<file path="config.mk">
export PLATFORM = sky130hd
export DESIGN_NAME = fetch_queue
export DESIGN_NICKNAME = d
export VERILOG_FILES = /design/src/rtl/core_pkg.sv /design/src/rtl/fetch_queue.sv
export SDC_FILE = /design/constraint.sdc
export NUM_CORES = 1
export LEC_CHECK = 0
export BUFFER_PORTS_ARGS = -buffer_cell sky130_fd_sc_hd__buf_4
export CAP_MARGIN = 15
export CELL_PAD_IN_SITES_DETAIL_PLACEMENT = 1
export CELL_PAD_IN_SITES_GLOBAL_PLACEMENT = 1
export CORE_UTILIZATION = 44
export CTS_BUF_LIST = sky130_fd_sc_hd__clkbuf_2 sky130_fd_sc_hd__clkbuf_4 sky130_fd_sc_hd__clkbuf_8
export DETAILED_ROUTE_END_ITERATION = 16
export HOLD_SLACK_MARGIN = 0.1
export PLACE_DENSITY = 0.88
export SETUP_SLACK_MARGIN = 0.3
export SLEW_MARGIN = 0
export SYNTH_ARGS = -nofsm -noshare
export SYNTH_HDL_FRONTEND = slang
export SYNTH_SLANG_ARGS = --single-unit
export TNS_END_PERCENT = 5
</file>
<file path="constraint.sdc">
create_clock -name clk -period 6.87 [get_ports clk]
set_input_delay 0.687 -clock clk [delete_from_list [all_inputs] [get_ports clk]]
set_output_delay 0.687 -clock clk [all_outputs]
set_load 0.02 [all_outputs]
</file>
<file path="src/rtl/core_pkg.sv">
// Shared core definitions used by the fetch queue and its neighbours:
// the canonical NOP, the opcode field position and the fetch entry layout.
package core_pkg;

  localparam int CORE_XLEN = 32;

  // ADDI x0, x0, 0 -- what decode sees when the fetch queue is empty
  localparam logic [31:0] NOP_INSTR = 32'h0000_0013;

  // Position of the 5-bit major opcode inside a 32-bit instruction
  localparam int OPCODE_LSB = 2;
  localparam int OPCODE_MSB = 6;

  typedef struct packed {
    logic [CORE_XLEN-1:0] pc;
    logic [CORE_XLEN-1:0] instr;
  } fq_entry_t;

endpackage

</file>
<file path="src/rtl/fetch_queue.sv">
// fetch_queue: small circular instruction buffer between fetch and decode.
// Accepts {pc, instr} over valid/ready, presents the head with its opcode
// pre-sliced, and clears itself on a redirect flush.
// Optional macro FETCH_QUEUE_BYPASS_EN: when the queue is empty an incoming
// entry is forwarded combinationally to the outputs (zero latency).
module fetch_queue
  import core_pkg::*;
#(
  parameter int DEPTH = 2,
  parameter int XLEN  = 32
) (
  input  logic                       clk,
  input  logic                       rst,
  input  logic                       flush,
  input  logic                       in_valid,
  output logic                       in_ready,
  input  logic [XLEN-1:0]            in_pc,
  input  logic [XLEN-1:0]            in_instr,
  output logic                       out_valid,
  input  logic                       out_ready,
  output logic [XLEN-1:0]            out_pc,
  output logic [XLEN-1:0]            out_instr,
  output logic [4:0]                 out_opcode,
  output logic                       out_illegal,
  output logic [$clog2(DEPTH):0]     count
);

  localparam int PW = $clog2(DEPTH);
  localparam int CW = PW + 1;
  localparam logic [CW-1:0] FULL_COUNT = CW'(DEPTH);

  // Storage is deliberately left unreset; only the pointers and count matter
  logic [XLEN-1:0] mem_pc    [DEPTH];
  logic [XLEN-1:0] mem_instr [DEPTH];

  logic [PW-1:0] rd_ptr;
  logic [PW-1:0] wr_ptr;

  logic head_valid;
  logic bypass;
  logic push;
  logic pop;
  logic wr_en;
  logic rd_en;

  // Handshake, head selection and the write/read enables derived from them
  always_comb begin
    head_valid = (count != '0);
    in_ready   = (count != FULL_COUNT);

`ifdef FETCH_QUEUE_BYPASS_EN
    bypass = (count == '0) && in_valid && !flush;
`else
    bypass = 1'b0;
`endif

    out_valid = head_valid || bypass;

    if (bypass) begin
      out_pc    = in_pc;
      out_instr = in_instr;
    end else if (head_valid) begin
      out_pc    = mem_pc[rd_ptr];
      out_instr = mem_instr[rd_ptr];
    end else begin
      out_pc    = '0;
      out_instr = XLEN'(NOP_INSTR);
    end

    out_opcode  = out_instr[OPCODE_MSB:OPCODE_LSB];
    out_illegal = out_valid && (out_instr[1:0] != 2'b11);

    push = in_valid && in_ready;
    pop  = out_valid && out_ready;

    // A bypassed entry that decode takes immediately never touches storage,
    // and a bypass pop consumes nothing from storage either
    wr_en = push && !(bypass && out_ready);
    rd_en = pop && !bypass;
  end

  // Entry storage write port
  always_ff @(posedge clk) begin
    if (wr_en && !flush) begin
      mem_pc[wr_ptr]    <= in_pc;
      mem_instr[wr_ptr] <= in_instr;
    end
  end

  // Pointer and occupancy tracking; pointers wrap naturally at power-of-two DEPTH
  always_ff @(posedge clk or posedge rst) begin
    if (rst) begin
      rd_ptr <= '0;
      wr_ptr <= '0;
      count  <= '0;
    end else if (flush) begin
      rd_ptr <= '0;
      wr_ptr <= '0;
      count  <= '0;
    end else begin
      if (wr_en) begin
        wr_ptr <= wr_ptr + 1'b1;
      end
      if (rd_en) begin
        rd_ptr <= rd_ptr + 1'b1;
      end
      case ({wr_en, rd_en})
        2'b10:   count <= count + 1'b1;
        2'b01:   count <= count - 1'b1;
        default: count <= count;
      endcase
    end
  end

endmodule

</file>
==> results list, run 1 <==
- Run status: finished, final reports clean
- Pre-CTS setup slack: roughly 4.3 ns
* DR pass1 iterations: 4
- Once the floorplan was initialized, standard cells occupied 45.1% of the core.
* Synth Area in Adders: 0%
- Across the VDD grid, the largest voltage drop is 0.214 mV.
- Of all nets on the critical path, the largest fanout is 67.
- Clk sinks: about 130
- DIE AREA: 12100 um^2
- In the final routed layout, each cell accounts on average for 18.4 um.
* Total length of routed wires: 11100 um
- Dominant delay contributor by cell family on the critical path: flip-flops
- Global routing consumed, over all layers together, 18.7% of the routing resources.
- Final Critical Period: 3.06 ns
- After filler insertion, the fill cell instance count of the layout stands at about 1.1k.
- After synthesis, the cell types taking the most area are sky130_fd_sc_hd__edfxtp_1 75%, sky130_fd_sc_hd__mux2i_1 13%, sky130_fd_sc_hd__nor2_1 4.6%, sky130_fd_sc_hd__dfrtp_1 2.0%, sky130_fd_sc_hd__buf_4 1.3%.
* # placed instances: 575
* Type of the setup path with the least slack: register to output port
- Synthesized area divided by synthesized cell count: 16.8 um^2
- The final critical path takes up 44.5% of the cycle.
- Power share of the combinational group: 11.7%
- The die is 110 um wide.
* Power consumption: 0.00193 W
- The slowest stage of the critical path is the sky130_fd_sc_hd__dfrtp_4 cell.
- Counting the buffers created by CTS gives 17.
- Clock tree root driver cell: sky130_fd_sc_hd__clkbuf_8
* Cells after synthesis: about 310
- Synthesized-area fraction occupied by ao, oa, aoi and oai cells: roughly 1.0%
- The via count of the first global-routing pass was 3244.
* Largest family of logic cells by synthesized area: multiplexers
- Initial antenna violation count: 0
- The cell area that synthesis handed to floorplanning was 5130 um^2.
- The number of slew-limit violations in the final report was 0.
- Warnings, synthesis: 0
- Entering global routing, the biggest net connects a little under 70 pins.
- Synthesis instantiated 24 different standard cells from the library.
- Reg power frac: between 40 and 50%
- Pleak: about 2.5 nW
* H-tree levels: 4
* Nature of the critical path endpoint: output port
- sky130_fd_sc_hd__edfxtp_1 takes more of the synthesized area than any other cell.
- Clock skew on the completed layout was measured at 0.0130 ns.
* Non-Filler Instances: 607
* DR iter-0 viols: around 120
- Of the total power, the clock network draws around two fifths.
* Final HPWL DP: 7310 um
* Commonest cells after routing, fill and taps aside: 145 x sky130_fd_sc_hd__buf_4, 128 x sky130_fd_sc_hd__edfxtp_1, 65 x sky130_fd_sc_hd__mux2i_1, 63 x sky130_fd_sc_hd__nor2_1, 17 x sky130_fd_sc_hd__clkbuf_8
- The floorplan has 39 rows.
* Synthesized-area fraction occupied by and/or/nand/nor cells: 6.05%
* Crit-path cells: nor2_1 -> a311oi_1 -> buf_4
* Startpoint type of the worst setup path: register
- Summed negative setup slack over all endpoints: 0 ns
- After synthesis, flip-flops and latches occupy between 70% and 80% of the total area.
- Most common cell after layout, fill and taps aside: sky130_fd_sc_hd__buf_4
* Height of the die: 110 um
- The most critical setup path has its startpoint at rd_ptr.
* Psw: 0.000443 W
- Internal power of the cells: 0.00149 W
- Port buffering added about 140 buffers.
* Number of failing setup endpoints in the final timing report: 0
- Area share of the leading cell type in the synthesized netlist: between 70 and 80%
* Drc violations: 0
- Net switching is 22.9% of the power.
* Area growth from synthesis to layout: 31.5%
- Count of inserted antenna diode cells: 0
- Synthesis produced a netlist with a net count of 375.
- GR Overflow Total: 0
- Later-pin clock latency in the skew report: 0.43 ns
- STA puts the critical path data arrival time at approximately 2.4 ns.
- In this run, post-CTS hold repair placed 0 buffers.
* Proportion of synthesized area in mux cells: 12.7%
- Worst slew pin tran: 1.18 ns
- Power spread over the standard cell area amounts to 287 nW/um^2.
- Buffers added to address setup during post-CTS repair amount to 0.
- Proportion of layout cells with a drive suffix above 1: 39.2%
* XOR/XNOR Fraction of Synth Area: 0.171%
- Max-cap violations: 0
* Highest attainable clock frequency: 327 MHz
- Clock Tree Buf Depth: 2
* Final Hold Fails: 0
- The path class of the tightest hold or removal check is input pin to async pin.
- The region available for standard cell placement spans 11400 um^2.
- Clk slew on worst S/H paths: about 0.070 ns
* Global placement routability congestion: 0.654
* R2r startpoint: count[1]
- TritonCTS built the clock tree.
- In the final design database the tool counted 520 nets.
- For this design the top-level I/O count stands at approximately 140.
* Global-route wire length before repair: around 16000 um
* Min setup slack post-route: between 3 and 4 ns
- Endpoint required time on the critical path: about 6.2 ns
* Worst rel slew slack: between 20% and 30%
* Buffers & Inverters on Critical Path: 1
- DRT antenna net count: 0
* Vias after detailed routing: 3054
* Flop and latch count out of synthesis: 132
- Number of vias per cell after detailed routing: ~5.0
- Setup repair after global routing left no endpoint under its margin.
- On the worst path, the slowest cell contributes a delay of 1.16 ns.
- Core utilization of the finished layout: 59.3%
- In this run, post-CTS repair resized a total of 0 instances.
registers in the layout, summed over array words and instances, names as in the netlist:
| name | cells |
|---|---|
| mem_pc | 64 |
| mem_instr | 64 |
| wr_ptr | 1 |
| count | 2 |
| rd_ptr | 1 |
worst paths after layout:
kind	to	slack [ns]	cells after the start
min in group clk	mem_pc[0][16]	0.44	1
worst min register to register	wr_ptr	0.60	2
worst max register to register	mem_instr[1][28]	4.73	5
max in group asynchronous	rd_ptr	6.54	2
worst min-delay path	rd_ptr	0.15	2
worst max-delay path	out_illegal	3.81	3
through the flow:
step                      hold slack (ns)  instance area, um^2
after CTS                           0.131                 6740
after detailed placement            0.590                 6270
final                               0.152                 6740
after global routing                0.131                 6740
after global placement              0.565                 6270
after floorplan                     0.453                 5130
power by group through the flow:
stage          Sequential [W]  Clock, W  Combinational [W]
2_1_floorplan        0.000945         0           0.000141
3_3_place_gp         0.000959         0           0.000220
3_5_place_dp         0.000963         0           0.000229
4_1_cts              0.000945  0.000779           0.000230
5_1_grt              0.000947  0.000808           0.000243
6_report             0.000944  0.000764           0.000226
layer usage:
layer | global-route usage (%) | up-vias | part of all wire, %
met5 | 0 | - | 0
met2 | 34.2 | 106 | 55
li1 | - | 1418 | -
met3 | 5.33 | 19 | 5.2
met4 | 7.90 | 0 | 2.2
met1 | 20.1 | 1511 | 38
Yosys cell counts:
library cell / count
sky130_fd_sc_hd__nor3_1: 1
sky130_fd_sc_hd__nor3b_1: 2
sky130_fd_sc_hd__inv_1: 3
sky130_fd_sc_hd__o211ai_1: 1
sky130_fd_sc_hd__buf_2: 6
sky130_fd_sc_hd__buf_6: 3
sky130_fd_sc_hd__o21ai_0: 2
sky130_fd_sc_hd__or2_2: 1
sky130_fd_sc_hd__edfxtp_1: 128
sky130_fd_sc_hd__a311oi_1: 1
sky130_fd_sc_hd__a21oi_1: 4
sky130_fd_sc_hd__nand2_1: 5
sky130_fd_sc_hd__xor2_1: 1
sky130_fd_sc_hd__buf_4: 9
sky130_fd_sc_hd__inv_2: 1
sky130_fd_sc_hd__mux2i_1: 65
sky130_fd_sc_hd__nor2_2: 1
sky130_fd_sc_hd__nor2_1: 63
sky130_fd_sc_hd__buf_8: 1
sky130_fd_sc_hd__a21o_1: 1
sky130_fd_sc_hd__or3_1: 1
sky130_fd_sc_hd__nand3b_1: 1
sky130_fd_sc_hd__nor2b_2: 1
sky130_fd_sc_hd__dfrtp_1: 4
cell families (layout without fill, tap and decap cells):
family / count (synthesis) / in the layout
buffers and inverters: 23 / 181
XOR/XNOR: 1 / 1
AO/OA/AOI/OAI: 9 / 9
AND/OR/NAND/NOR: 76 / 76
flip-flops: 132 / 132
multiplexers: 65 / 65
cell type report:
type,instances,area [um^2],share of cell area [%]
inverters,4,15.0,0.223
well taps,143,179,2.65
clock buffers,18,241,3.58
multi-input cells,151,1040,15.4
clock inverters,14,234,3.47
flip-flops and latches,132,3950,58.5
repair buffers,145,1090,16.1
(Power assumes the default switching activity.)
==> run 2, diff against run 1 <==
- ABC_AREA: not set -> 1
- CORE_UTILIZATION: 44 -> 38
- PLACE_DENSITY: 0.88 -> 0.83
- clock period: 6.87 -> 2.6 ns (I/O delays scaled with it)
==> run 2 against run 1 <==
Final cell count is 28% higher. Routed wire length up 25%. Sequential share of layout area shrank 4.8 points. Design area is 8.9% higher. Clock power rose by 120%. Synthesized area fell by 1.9%. Worst hold slack improved by 0.067 ns. Via count grew 23%. Critical path type unchanged. Global-route usage grew 2.6 points. Sequential cell count is the same. Register-to-register slack got worse by 4.0 ns. Critical path depth up 2.
==> results list, run 2 <==
- Vias after detailed routing: 3767 (+23%)
* Critical Path Fanout Max: 34 (-49%)
- Clk sinks: 132 (unchanged)
- Top cell type by total area after synthesis: sky130_fd_sc_hd__edfxtp_1
- TritonCTS built the clock tree.
- The largest registers in the layout are mem_instr: 64 flops, mem_pc: 64 flops, count: 2 flops.
* Vias in the first global route: 4190 (+29%)
* Number of top-level design ports: 143 (unchanged)
* Number of nets in the final layout: 662 (+27%)
* Routed wire length on met3: 646 um (+11%)
- Number of vias per cell after detailed routing: 4.84 (-3.8%)
- The vertical extent of the die came to 117 um (+6.5%).
- Worst slew pin tran: 0.552 ns (-0.624 ns)
- Counting I/O delays and the setup requirement, the final critical path takes about 2.2 ns.
- In this run the clock root is driven by a sky130_fd_sc_hd__clkbuf_8.
- Top area cells in the synthesized netlist: sky130_fd_sc_hd__edfxtp_1 76%, sky130_fd_sc_hd__nand2_1 10%, sky130_fd_sc_hd__a21oi_1 6.3%, sky130_fd_sc_hd__dfrtp_1 2.0%, sky130_fd_sc_hd__clkbuf_1 1.0%
* Warnings, synthesis: 0 (unchanged)
- Final Hold Fails: 0 (unchanged)
* Most numerous cell in the Yosys netlist: sky130_fd_sc_hd__nand2_1
- The number of violations reported at the end of detailed-routing iteration 0 is 145 (+24%).
- Nature of the critical path endpoint: output port
- Number of failing setup endpoints in the final timing report: 0 (unchanged)
- Max-cap violations: 0 (unchanged)
- Most used DFF post-synth: sky130_fd_sc_hd__edfxtp_1
* Total length of routed wires: 13900 um (+25%)
* Maximum vdd ir drop: 0.470 mV (+120%)
- Mean routed wirelength per cell: 17.9 um (-2.4%)
- Post-CTS Setup Inserts: 0 (unchanged)
- The final instance area came to 7340 um^2 (+8.9%).
* Clk slew on worst S/H paths: 0.07 ns (about the same)
- The number of design rule violations left after detail routing was 0 (unchanged).
* Maximum number of pins on one net before global-route repair: 67 (-1.5%)
- The data arrival time at the worst-slack endpoint came to 1.95 ns (-0.42 ns).
- Later-pin clock latency in the skew report: 0.45 ns (+0.02 ns)
* CTS buffer count: 17 (unchanged)
- The total congestion overflow is 0 (unchanged).
- Proportion of layout cells with a drive suffix above 1: 32.5% (-6.7 points)
* Global-route usage over all layers: 21.3% (+2.6 points)
* Part of the Yosys area used for sequential elements: 78.3% (+1.5 points)
- The worst hold margin is 0.219 ns (+0.0671 ns).
- Fraction of synthesis flops using an asynchronous set or reset pin: 3.03% (unchanged)
- The total standard cell area after synthesis came to 5030 um^2 (-1.9%).
- Area share of the leading cell type in the synthesized netlist: 76.4% (+1.4 points)
- The remaining antenna violation count is 0 (unchanged).
- The final sum of negative setup slack was 0 ns (unchanged).
* Clock skew: 0.00844 ns (-0.00458 ns)
- The number of nets produced by synthesis is 451 (+20%).
- H-tree levels: 4 (unchanged)
- Relative to the synthesized area, the layout overhead comes to 45.9%.
- Run status: finished, final reports clean
- The static leakage power came to 2.91 nW (+15%).
* Commonest cells after routing, fill and taps aside: 147 x sky130_fd_sc_hd__buf_4, 136 x sky130_fd_sc_hd__nand2_1, 128 x sky130_fd_sc_hd__edfxtp_1, 66 x sky130_fd_sc_hd__dlygate4sd3_1, 63 x sky130_fd_sc_hd__a21oi_1
- Most common cell after layout, fill and taps aside: sky130_fd_sc_hd__buf_4
- Global placement routability congestion: 0.707 (+8.1%)
- Top Layer Used: met4
* Post-synth EDFFs: 128 (unchanged)
- # placed instances: 680 (+18%)
* Global-route wire length before repair: 20900 um (+29%)
- X dimension of the die: 117 um (+6.5%)
- Endpoint required time on the critical path: 2.34 ns (-3.84 ns)
* Period Utilization, post-route: about 85%
* Highest attainable clock frequency: 452 MHz
- The row count came to 41 (+5.1%).
- The floorplan die area came to 13700 um^2 (+13%).
- Cell area power density: 913 nW/um^2 (+220%)
- Leading post-synthesis cells by instance count: 137 x sky130_fd_sc_hd__nand2_1, 128 x sky130_fd_sc_hd__edfxtp_1, 63 x sky130_fd_sc_hd__a21oi_1
* Startpoint type of the worst setup path: register
- Library cell contributing the largest single delay on the critical path: sky130_fd_sc_hd__dfrtp_2
- Crit-path cells: inv_4 -> buf_12 -> nand2_1 -> a21oi_1 -> buf_4
* Total placed instance area: 6300 um^2 (+0.48%)
* Hold Crit Class: input pin to register
* Number of distinct library cells after synthesis: 18 (-25%)
* Max stage delay on crit path: 0.43 ns (-0.73 ns)
* Met1 wire length: 5260 um (+25%)
- Unrepaired setup endpoints after global routing: false
* Initial Util: 39.4% (-5.7 points)
- The utilization of the core after routing came to 57.5% (-1.8 points).
- Flop and latch count out of synthesis: 132 (unchanged)
- Type of the setup path with the least slack: register to output port
* Buffers on Ports: 142 (unchanged)
* Final HPWL DP: 8020 um (+9.7%)
* Count of inserted antenna diode cells: 0 (unchanged)
- The tightest slew margin relative to the limit came to 63.2% (+42 points).
- Synthesized area divided by synthesized cell count: 13.2 um^2 (-21%)
* DR pass1 iterations: 4 (unchanged)
- Routed met2 length: 7670 um (+26%)
- Non-Filler Instances: 778 (+28%)
- Max-slew violation count: 0 (unchanged)
* Core outline area: 12800 um^2 (+12%)
- The number of antenna violations at the first check in global routing was 0 (unchanged).
- Clock Tree Buf Depth: 2 (unchanged)
* Cells after synthesis: 382 (+25%)
[run 2: layer usage]
layer | GRT usage (%) | up-vias
met2 | 40.9 | 117
met1 | 21.4 | 1866
li1 | - | 1753
met5 | 0 | -
met3 | 6.18 | 31
met4 | 9.28 | 0
[run 2: path summary, 6_finish.rpt]
kind | from | end | slack [ns] | cells after the start
min in group asynchronous | rst | count[0] | 0.27 | 3
worst min-delay path | in_valid | wr_ptr | 0.22 | 4
max in group asynchronous | rst | rd_ptr | 2.14 | 3
worst min register to register | wr_ptr | wr_ptr | 0.57 | 1
worst max register to register | count[0] | mem_pc[0][18] | 0.78 | 7
worst max-delay path | rd_ptr | out_pc[19] | 0.39 | 5
[run 2: what timing repair did]
item / 4_1_cts / 5_1_grt
setup endpoints to repair: 25 / 1
hold buffers: 66 / 0
gates resized for setup: 2 / 1
hold endpoints to repair: 133 / 0
[run 2: kinds of logic after synthesis]
kind of cell | share of synthesized area (%)
AOI/OAI and AO/OA | 6.49
xor gates and xnor gates | 0.174
buffers and inverters | 2.96
DFF | 78.3
and+or+nand+nor | 12.0
[run 2: layout make-up]
class / count / area [um^2]
Clock buffer: 17 / 234
Tap cell: 172 / 215
Multi-Input combinational cell: 217 / 963
Fill cell: 1274 / 5430
Sequential cell: 132 / 3950
Timing Repair Buffer: 216 / 1810
Inverter: 9 / 36.3
Clock inverter: 15 / 140
[run 2: stage by stage]
step / power [W] / setup WS, ns
6_report: 0.00671 / 0.388
5_1_grt: 0.00701 / 0.305
4_1_cts: 0.00672 / 0.332
3_5_place_dp: 0.00500 / 0.706
3_3_place_gp: 0.00494 / 0.758
2_1_floorplan: 0.00397 / 0.304
[run 2: critical path: cells and delay by family, from the launching register on]
kind	cells	cell delay [ns]
simple gates	1	0.10
flops	1	0.43
compound gates	1	0.22
buf+inv	3	0.74
[run 2: power by group]
group / total [W] / leakage (nW) / switching, W / internal, W
Sequential: 0.00262 / 1.22 / 0.0000764 / 0.00254
Clock: 0.00165 / 0.182 / 0.000814 / 0.000837
Combinational: 0.00244 / 1.51 / 0.00154 / 0.000894
Total: 0.00671 / 2.91 / 0.00243 / 0.00427
==> run 3, diff against run 2 <==
- BUFFER_PORTS_ARGS: -buffer_cell sky130_fd_sc_hd__buf_4 -> -buffer_cell sky130_fd_sc_hd__buf_2
==> run 3 against run 2 <==
Clock skew is 0.00079 ns lower. Critical path type unchanged. First-iteration DRC count is 0.69% lower. Final cell count is 0.13% higher.
==> results list, run 3 (same netlist as run 2, synthesis figures left out) <==
* Vias in the first global route: 4053 (-3.3%)
- The total congestion overflow came to 0 (unchanged).
- Internal power of the cells: 0.00399 W (-6.6%)
* DIE AREA: 13700 um^2 (unchanged)
- The library cells used most frequently in the layout, excluding fill and tap cells, are 142 x sky130_fd_sc_hd__buf_2, 136 x sky130_fd_sc_hd__nand2_1, 128 x sky130_fd_sc_hd__edfxtp_1, 65 x sky130_fd_sc_hd__dlygate4sd3_1, 63 x sky130_fd_sc_hd__a21oi_1.
- The routed length per instance was 17.5 um (-2.4%).
* Post-CTS Setup Inserts: 0 (unchanged)
- The maximum fanout along the worst path was 34 (unchanged).
- Later-pin clock latency in the skew report: 0.44 ns (about the same)
* Nature of the critical path endpoint: output port
- The setup skew after layout is 0.00765 ns (-0.000788 ns).
- Power share of the combinational group: 34.4% (-1.9 points)
- Total length of routed wires: 13600 um (-2.3%)
- The final sum of negative setup slack came to 0 ns (unchanged).
* Filler instances: 1336 (+4.9%)
* Run status: finished, final reports clean
* Endpoint required time on the critical path: 2.34 ns (about the same)
- The total power of the final layout came to 0.00630 W (-6.1%).
- The final-report setup violation count is 0 (unchanged).
- The H-tree level count was 4 (unchanged).
- The number of nets at the end of the flow is 664 (+0.30%).
- Period Utilization, post-route: 80.6% (-4.4 points)
- The static leakage power is 2.84 nW (-2.5%).
- Pre-CTS setup slack: 0.673 ns (-0.0334 ns)
- TritonCTS built the clock tree.
* X dimension of the die: 117 um (unchanged)
- The I/O pin total was 143 (unchanged).
- The row count is 41 (unchanged).
- The critical path in this run is classified as register to output port.
* RR Endpoint: mem_pc[0][25]
- Max-cap violations: 0 (unchanged)
- Hold Crit Class: input pin to register
- Core outline area: 12800 um^2 (unchanged)
- In the final layout, the registers with the most flip-flops are mem_instr: 64 flops, mem_pc: 64 flops, count: 2 flops.
* Psw: 0.00231 W (-5.2%)
- The number of design rule violations left after detail routing came to 0 (unchanged).
- Switching share of power: 36.6% (+0.34 points)
- In this run the critical register-to-register path is launched from count[0].
- Max-slew violation count: 0 (unchanged)
- The remaining antenna violation count came to 0 (unchanged).
- The worst setup path is launched from a register.
* Origin of the worst min-delay path: flush
- Non-Filler Instances: 779 (+0.13%)
* Highest attainable clock frequency: 477 MHz (+5.5%)
- The ratio of total power to cell area is 901 nW/um^2 (-1.4%).
- The cell count after placement is 683 (+0.44%).
* Crit path DAT: 1.84 ns (-0.11 ns)
- The number of inserted diodes was 0 (unchanged).
- The pin count of the biggest net entering global routing is 43 (-36%).
- DR pass1 iterations: 4 (unchanged)
* Final Hold Fails: 0 (unchanged)
* Vias after detailed routing: 3704 (-1.7%)
- Global-route usage over all layers: 21.0% (-0.36 points)
- Most common cell after layout, fill and taps aside: sky130_fd_sc_hd__buf_2
- The ratio of cells with drive above 1 in the final layout came to 32.6% (+0.11 points).
* CTS buffer count: 17 (unchanged)
- Worst hold path endpoint: count[1]
- The transition time of the tightest slew-check pin was 0.529 ns (-0.0228 ns).
- Clock tree root driver cell: sky130_fd_sc_hd__clkbuf_8
- Reg power frac: 41.6% (+2.6 points)
* Unrepaired setup endpoints after global routing: false
- The global placer's final weighted congestion came to 0.791 (+12%).
- Initial antenna violation count: 0 (unchanged)
* Min setup slack post-route: 0.503 ns (+0.115 ns)
- Maximum vdd ir drop: 0.336 mV (-29%)
* Clock Tree Buf Depth: 2 (unchanged)
- From synthesis to final layout, the design area changed by 39.0%.
- Final HPWL DP: 8220 um (+2.5%)
* Buffers on Ports: 142 (unchanged)
* Cell count of the worst reg-to-reg path: 7 (unchanged)
- Height of the die: 117 um (unchanged)
- Clk sinks: 132 (unchanged)
- The clock-pin slew reported for the worst setup and hold paths after clock tree synthesis came to 0.07 ns (about the same).
- The starting density of the core is 39.4% (unchanged).
* Worst rel slew slack: 64.7% (+1.4 points)
* DR iter-0 viols: 144 (-0.69%)
- Clk network pwr share: 24.0% (-0.6 points)
* Number of vias per cell after detailed routing: 4.75 (-1.8%)
- Global-route wire length before repair: 20500 um (-1.8%)
* Final Critical Period: 2.10 ns (-0.115 ns)
* Minimum setup slack among reg-to-reg paths: 0.68 ns (-0.10 ns)
- Cell depth of the worst hold path: 4 (unchanged)
==> run 3: cell types whose count changed in the layout (fill, tap and decap cells not counted), sizes merged <==
cell         delta
dlygate4sd3     -1
buf             +3
clkinvlp        -4
clkbuf          +6
clkinv          -1
inv             -1
bufinv          -1
==> run 3: how the worst max path moves through the flow <==
stage	start	endpoint	slack, ns	cells after the start
after floorplan	count[0]	mem_instr[0][0]	0.30	6
after global placement	count[1]	mem_pc[0][24]	0.78	6
after detailed placement	count[0]	mem_pc[0][23]	0.67	7
after CTS	rd_ptr	out_instr[24]	0.50	4
after global routing	rd_ptr	out_pc[17]	0.37	4
final	rd_ptr	out_opcode[1]	0.50	5
==> run 3: cell type report <==
cell class / instances / area (um^2) / share of cell area, %
clock buffer: 23 / 279 / 3.99
clock inverter: 8 / 61.3 / 0.877
inverter: 9 / 33.8 / 0.483
multi-input combinational: 217 / 963 / 13.8
sequential: 132 / 3950 / 56.4
tap: 172 / 215 / 3.08
timing repair buffer: 218 / 1490 / 21.4
==> run 3: layer usage <==
layer	global-route usage (%)	routed length [um]	vias up	share of wire [%]
met2	39.5	7420	110	54
met4	7.68	204	0	1.5
met3	6.18	713	18	5.2
met1	22.1	5290	1816	39
met5	0	0	-	0
li1	-	-	1760	-
==> run 3: power by group through the flow <==
stage	logic (W)	clock network [W]	registers, W
2_1_floorplan	0.00131	0	0.00266
3_3_place_gp	0.00204	0	0.00264
3_5_place_dp	0.00210	0	0.00266
4_1_cts	0.00219	0.00156	0.00262
5_1_grt	0.00236	0.00164	0.00263
6_report	0.00217	0.00151	0.00262
==> run 3: stage by stage <==
step           instance area, um^2  hold slack [ns]  util (%)
6_report                      6990            0.153      54.8
5_1_grt                       6990            0.136      54.8
4_1_cts                       6990            0.121      54.8
3_5_place_dp                  6000            0.165      47.0
3_3_place_gp                  6000            0.158      47.0
2_1_floorplan                 5060           0.0259         -
==> run 3: worst max-delay path, stage by stage (launching register included) <==
cell and delay, ns:
sky130_fd_sc_hd__dfrtp_2 0.42, sky130_fd_sc_hd__inv_2 0.06, sky130_fd_sc_hd__buf_4 0.35, sky130_fd_sc_hd__nand2_1 0.11, sky130_fd_sc_hd__a21oi_1 0.23, sky130_fd_sc_hd__buf_2 0.22
==> run 3: repair_timing <==
action                                 4_1_cts  5_1_grt
setup endpoints to repair                    0        0
resized for setup                            0        0
endpoints found under the hold margin      132        0
hold buffers                                65        0
